===== config.mk =====
export PLATFORM = sky130hd
export DESIGN_NAME = btn_ctrl
export DESIGN_NICKNAME = d
export VERILOG_FILES = /design/src/rtl/btn_ctrl.sv
export SDC_FILE = /design/constraint.sdc
export NUM_CORES = 1
export LEC_CHECK = 0
export CAP_MARGIN = 20
export CORE_MARGIN = 8
export CORE_UTILIZATION = 58
export CTS_CLUSTER_SIZE = 28
export DETAILED_ROUTE_END_ITERATION = 10
export PLACE_DENSITY_LB_ADDON = 0.15
export SYNTH_ARGS = -nofsm -noshare
export SYNTH_HDL_FRONTEND = slang
export SYNTH_SLANG_ARGS = --single-unit

===== constraint.sdc =====
create_clock -name clk -period 2.7 [get_ports clk]
set_clock_uncertainty 0.05 [all_clocks]
set_input_delay 0.54 -clock clk [delete_from_list [all_inputs] [get_ports clk]]
set_output_delay 0.54 -clock clk [all_outputs]
set_load 0.05 [all_outputs]

===== src/rtl/btn_ctrl.sv =====
// btn_ctrl: push-button debounce and event controller.
//
// Raw pad levels are brought into the clk domain through a two-flop
// synchronizer. One prescaled sample tick is shared round-robin across the
// buttons. A button's debounced level only flips after STABLE_CNT
// consecutive services that disagree with it. Each accepted change produces
// a one-cycle press/release pulse. Presses latch into a sticky
// interrupt-pending register.
//
// Ports:
//   clk            core clock
//   rst            asynchronous, active-high reset
//   btn_i          raw button levels from the pads (async, 1 = pressed)
//   btn_o          debounced levels
//   press_o        one-cycle pulse on a debounced 0->1 change
//   release_o      one-cycle pulse on a debounced 1->0 change
//   irq_mask_i     per-button interrupt enable
//   irq_clr_i      write-1-to-clear for pending bits (sampled every cycle)
//   irq_pending_o  sticky press-pending flags
//   irq_o          OR of pending bits that are enabled by irq_mask_i

module btn_ctrl #(
    parameter int N_BTN      = 4,
    parameter int TICK_DIV   = 50000,
    parameter int STABLE_CNT = 4
) (
    input  logic             clk,
    input  logic             rst,
    input  logic [N_BTN-1:0] btn_i,
    output logic [N_BTN-1:0] btn_o,
    output logic [N_BTN-1:0] press_o,
    output logic [N_BTN-1:0] release_o,
    input  logic [N_BTN-1:0] irq_mask_i,
    input  logic [N_BTN-1:0] irq_clr_i,
    output logic [N_BTN-1:0] irq_pending_o,
    output logic             irq_o
);

    localparam int PRE_W = $clog2(TICK_DIV);
    localparam int PTR_W = (N_BTN > 1) ? $clog2(N_BTN) : 1;
    localparam int CNT_W = $clog2(STABLE_CNT + 1);

    logic [N_BTN-1:0] sync_meta;
    logic [N_BTN-1:0] sync;
    logic [PRE_W-1:0] pre;
    logic             tick;
    logic [PTR_W-1:0] ptr;
    logic [CNT_W-1:0] cnt [N_BTN];

    // Two-flop synchronizer for the asynchronous pad levels.
    always_ff @(posedge clk or posedge rst) begin
        if (rst) begin
            sync_meta <= '0;
            sync      <= '0;
        end else begin
            sync_meta <= btn_i;
            sync      <= sync_meta;
        end
    end

    // Sample prescaler: tick is high during the last cycle of each period.
    assign tick = (pre == PRE_W'(TICK_DIV - 1));

    always_ff @(posedge clk or posedge rst) begin
        if (rst) begin
            pre <= '0;
        end else if (tick) begin
            pre <= '0;
        end else begin
            pre <= pre + PRE_W'(1);
        end
    end

    // Round-robin service pointer, advances once per tick.
    always_ff @(posedge clk or posedge rst) begin
        if (rst) begin
            ptr <= '0;
        end else if (tick) begin
            if (ptr == PTR_W'(N_BTN - 1)) begin
                ptr <= '0;
            end else begin
                ptr <= ptr + PTR_W'(1);
            end
        end
    end

    // Per-button debounce. Only the button under the pointer is touched on
    // a tick, so at most one level (and one event pulse) changes per cycle.
    always_ff @(posedge clk or posedge rst) begin
        if (rst) begin
            for (int unsigned i = 0; i < N_BTN; i++) begin
                cnt[i] <= '0;
            end
            btn_o     <= '0;
            press_o   <= '0;
            release_o <= '0;
        end else begin
            press_o   <= '0;
            release_o <= '0;
            if (tick) begin
                for (int unsigned i = 0; i < N_BTN; i++) begin
                    if (ptr == PTR_W'(i)) begin
                        if (sync[i] == btn_o[i]) begin
                            // Agreeing sample: any partial qualification is discarded.
                            cnt[i] <= '0;
                        end else if (cnt[i] == CNT_W'(STABLE_CNT - 1)) begin
                            btn_o[i]     <= sync[i];
                            cnt[i]       <= '0;
                            press_o[i]   <= sync[i];
                            release_o[i] <= ~sync[i];
                        end else begin
                            cnt[i] <= cnt[i] + CNT_W'(1);
                        end
                    end
                end
            end
        end
    end

    // Sticky pending: a press in the same cycle as a clear keeps the bit set.
    always_ff @(posedge clk or posedge rst) begin
        if (rst) begin
            irq_pending_o <= '0;
        end else begin
            irq_pending_o <= (irq_pending_o & ~irq_clr_i) | press_o;
        end
    end

    assign irq_o = |(irq_pending_o & irq_mask_i);

endmodule


# Word level (Yosys, flattened, before mapping)
# Cells that the tools add are included.
# word_totals
mem_count	0
latch_bits	0
ff_bits	54
ramBits	0
out_inout_bits	17
rom_bits	0
# classes
bitwise	12
n_lt_le_gt_ge	0
n_addsub	6
mul	0
div_mod_pow	0
reduce_logical	10
eq_ne	12
shift	0
muxes	36
# ops
op	count
$mux W1	24
$mux W3	8
$add A16 B1 Y16 const B	1
$eq A16 B16 Y1 const B	1
$mux W16	1
$reduce_and A4 Y1	4
$add A3 B1 Y3 const B	4
$eq A3 B2 Y1 const B	4
$and A4 B4 Y4	2
$mux W4	2
$not A1 Y1	8
$reduce_and A2 Y1	4
$eq A1 B1 Y1	4
$eq A2 B2 Y1 const B	2
$not A4 Y4	1
$or A4 B4 Y4	1
$reduce_or A4 Y1	1
$add A2 B1 Y2 const B	1
$eq A2 B1 Y1 const B	1
$logic_not A2 Y1	1
$mux W2	1

# Logic depth before layout (Yosys ltp)
# depth
depth_word	5
ltp_mapped	8
mapped_depth_nobuf	5

# Worst setup path before layout
# No wires, ideal clock.
# synth_path
path_kind	flip-flop to flip-flop
from	register pre[0]
to	register cnt[3] in the netlist's numbering
slack_ps	907
required_ps	2525
path_stages_with_launch	8
period_less_slack_ps	1793
n_path_buf	2
t_arrival_ps	1618
cell_sequence	dfrtp_1 > ha_1 > and3_1 > and4_1 > buf_6 > buf_12 > nand2_4 > mux2_4
# synth_via
elab_chain_len	2
# synth_lines
element	line_no	rtl
start, declared	45	logic [PRE_W-1:0] pre;
start signal, assigned	70	pre <= pre + PRE_W'(1);
$eq A16 B16 Y1	62	assign tick = (pre == PRE_W'(TICK_DIV - 1));
$reduce_and A2 Y1 (no source line)	n/a	
end signal, assigned by index	112	cnt[i] <= cnt[i] + CNT_W'(1);
end, declared	48	logic [CNT_W-1:0] cnt [N_BTN];
# No other way between the ends.
# A chain may end at the register's enable or synchronous reset.

# Worst setup path in the final report
# layout_path
from	register btn_o[0]
to	output btn_o[0]
# layout_lines
element	line_no	rtl
start, declared	30	output logic [N_BTN-1:0] btn_o,
start signal, assigned by index	107	btn_o[i] <= sync[i];
# No word-level cell between the ends.

==> run_results.csv <==
group,metric,value,unit
clock_tree,cts.htree.levels,2,
placed_design,dp.cells,263,
worst_setup_path,path_cells,"clkdlybuf4s50_1",
global_route,first_global_vias,1545,
sta,layout_setup_ws,0.533,ns
die,fp.dieH,79.7,µm
clock_tree,cts.repair.resized,0,
cells_and_area,nets,243,
drt,first_iter_violations,57,
synthesis,synth_top_area_cell,"dfrtp_1",
job,cap_violations,0,
synthesis,synthesis.area,0.00235,mm²
worst_setup_path,critPathMaxStageDelay,0.84,ns
synthesis,ys_ff_latch,54,
worst_hold_path,hold_path_class,"flip-flop to flip-flop",
power_and_ir_drop,p_sw_frac,0.198,
synthesis,synth_fp_nets,208,
synthesis,synthMuxAreaShare,0.0554,
power_and_ir_drop,peakVddDrop,0.000423,V
clock_tree,cts_tree,"yes",
synthesis,syn-mean-instance-area,12.7,µm²
placed_design,io_buffers,30,
global_route,grt_pass1_wl,7.01,mm
synthesis,synth_top_area_share,0.575,
clock_tree,clk_latency,0.30,ns
power_and_ir_drop,seq_power_share,0.589,
synthesis,post-synth-top-count-cell,"dfrtp_1",
synthesis,yosysSeqAreaShare,0.575,
cells_and_area,insertedDiodeCount,0,
worst_setup_path,r2r_slack,0.69,ns
synthesis,async_reset_ff_frac,1.00,
clock_tree,cts_setup_buffers,0,
worst_setup_path,crit_start,"btn_o[0]$_DFFE_PP0P_",
worst_setup_path,cp.arrival,1.58,ns
cells_and_area,final_layout_size_suffix_gt1_frac,0.113,
power_and_ir_drop,leakagePower,1.36,nW
drt,avgRoutedWirePerCell,14.8,µm
drt,drc,0,
worst_setup_path,worst_r2r_startpoint,"pre[0]$_DFF_PP0_",
clock_tree,postCtsHoldBufs,0,
power_and_ir_drop,power_frac_clock,0.378,
die,start_util,0.596,
placed_design,place_hpwl,2.92,mm
worst_setup_path,critPathSlowestCell,"clkdlybuf4s50_1",
die,core,0.00394,mm²
clock_tree,cts-root-buf,"clkbuf_8",
cells_and_area,final_core_util,0.712,
power_and_ir_drop,p_switching,0.275,mW
worst_setup_path,start_kind,"flip-flop",
clock_tree,clk_pin_slew_worst_paths,0.09,ns
die,io_pins,31,
sta,rsz0062_at_grt,"no",
worst_setup_path,critPathRequiredTime,2.11,ns
worst_setup_path,reg2reg_depth,6,
placed_design,gp_routability_congestion,0.843,
synthesis,synth-edff-count,0,
synthesis,synth_adder_area_share,0.0479,
clock_tree,cts_buffer_depth,2,
sta,period_minus_slack,2.17,ns
synthesis,ys_types,37,
sta,fmax,461,MHz
sta,slew_violations,0,
drt,wl,4.01,mm
sta,setup_viol,0,
power_and_ir_drop,power_frac_comb,0.034,
clock_tree,numCtsBuffers,5,
synthesis,synth-xor-area-share,0.0596,
placed_design,dp_slack,0.683,ns
synthesis,yosys.area_share.simple,0.178,
sta,max_slew_margin,0.658,
synthesis,synth_top_family_by_area,"simple AND/OR/NAND/NOR gates",
sta,fin_crit_sh,0.803,
synthesis,netlist_instances,185,
die,die_area,0.00634,mm²
drt,vias,1489,
drt,drtAntennaViolNets,0,
cells_and_area,finalInstanceArea,0.00281,mm²
worst_setup_path,critPathKind,"flip-flop to primary output",
die,rows,23,
sta,hold_viol_final,0,
cells_and_area,area_growth,19.4,%
cells_and_area,instances_no_fill,271,
worst_setup_path,endpoint,"btn_o[0]",
global_route,grt_usage,0.140,
placed_design,placed_area,0.00270,mm²
drt,vias_per_cell,5.49,
drt,firstDrtPassIters,4,
sta,tightest_slew,0.512,ns
power_and_ir_drop,p_int,1.11,mW
synthesis,ys_top_cells_by_area,"dfrtp_1 (58%), ha_1 (4.8%), xnor2_1 (4.1%), mux2_2 (3.8%), nor3b_1 (3.5%)",
worst_setup_path,crit_fanout,5,
synthesis,yosys_warnings,0,
synthesis,synth-main-ff-cell,"dfrtp_1",
worst_setup_path,rr_endpoint,"btn_o[0]$_DFFE_PP0P_",
sta,setup-tns-final,0,ns
worst_setup_path,critical_path_cell_count,1,
global_route,grt-ovfl-total,0,
clock_tree,cts_sinks,54,
worst_setup_path,path_delay_family,"buffers and inverters",
worst_setup_path,cp_num_buf_inv,1,
synthesis,ys_top_cells_by_count,"dfrtp_1 (54), nor3b_1 (11), xnor2_1 (11)",
synthesis,synth_compound_area_frac,0.0538,
run_status,outcome,"completed",
die,die_x,79.7,µm
worst_setup_path,cp-end-kind,"primary output",
power_and_ir_drop,p_per_area,495,mW/mm²
global_route,grt_antenna_before_repair,0,
global_route,grt_max_degree,31,
-- sequential cells by signal, indices dropped and copies added (netlist names) --
name	count
btn_o	4
cnt	12
irq_pending_o	4
pre	16
press_o	4
ptr	2
release_o	4
sync	4
sync_meta	4
-- layout make-up --
type	instances	area, µm²
Clock inverter	2	37.5
Timing Repair Buffer	32	325
Clock buffer	6	72.6
Inverter	8	30.0
Fill cell	272	1140
Sequential cell	54	1350
Multi-Input combinational cell	119	927
Tap cell	50	62.6
-- kinds of logic after synthesis --
group,Yosys count
flip-flops,54
AO/OA/AOI/OAI,18
AND/OR/NAND/NOR,65
adder cells (fa/ha/maj),9
multiplexers,11
buffers and inverters,12
XOR/XNOR,16
-- power by group through the flow --
stage / Clock [mW] / Sequential (mW) / Combinational, mW
final: 0.525 / 0.818 / 0.0468
after global routing: 0.573 / 0.819 / 0.0533
after CTS: 0.541 / 0.818 / 0.0484
after detailed placement: 0 / 0.834 / 0.0478
after global placement: 0 / 0.834 / 0.0462
after floorplan: 0 / 0.833 / 0.0202
-- per-stage QoR --
step / power, mW / hold WS (ns)
2_1_floorplan: 0.853 / 0.281
3_3_place_gp: 0.880 / 0.283
3_5_place_dp: 0.882 / 0.287
4_1_cts: 1.41 / 0.308
5_1_grt: 1.45 / 0.315
6_report: 1.39 / 0.305
-- worst min-delay path by stage --
stage                            from           endpoint  slack [ns]  depth (start not counted)
2_1_floorplan  sync_meta[0]$_DFF_PP0_  sync[0]$_DFF_PP0_        0.28                          0
3_3_place_gp   sync_meta[3]$_DFF_PP0_  sync[3]$_DFF_PP0_        0.28                          0
3_5_place_dp   sync_meta[1]$_DFF_PP0_  sync[1]$_DFF_PP0_        0.29                          0
4_1_cts        sync_meta[1]$_DFF_PP0_  sync[1]$_DFF_PP0_        0.31                          0
5_1_grt        sync_meta[3]$_DFF_PP0_  sync[3]$_DFF_PP0_        0.31                          0
6_report       sync_meta[1]$_DFF_PP0_  sync[1]$_DFF_PP0_        0.30                          0
-- metal layers --
metal,GRT usage,up-vias,part of all wire
li1,-,718,-
met1,0.166,727,0.43
met2,0.224,38,0.48
met3,0.0507,6,0.077
met4,0.0593,0,0.016
met5,0,-,0
-- cells in the final DEF, fill, tap and decap left out, drive strengths merged --
cell,instances
dfrtp,54
clkdlybuf4s50,29
xnor2,11
nor3b,11
nor2,10
mux2,10
nand3,9
ha,9
inv,8
nand2,7
clkbuf,6
and3,5
and4,5
xor2,5
nand4,5
nor2b,4
a21o,4
nor3,3
o21ai,3
o21a,3
buf,3
a21boi,2
a22oi,2
nor4bb,1
nor4b,1
and4bb,1
a21oi,1
o21bai,1
a41o,1
nand3b,1
nand2b,1
mux2i,1
or2,1
a31oi,1
bufinv,1
clkinvlp,1
Note: power is estimated with default switching activity, not from simulation.
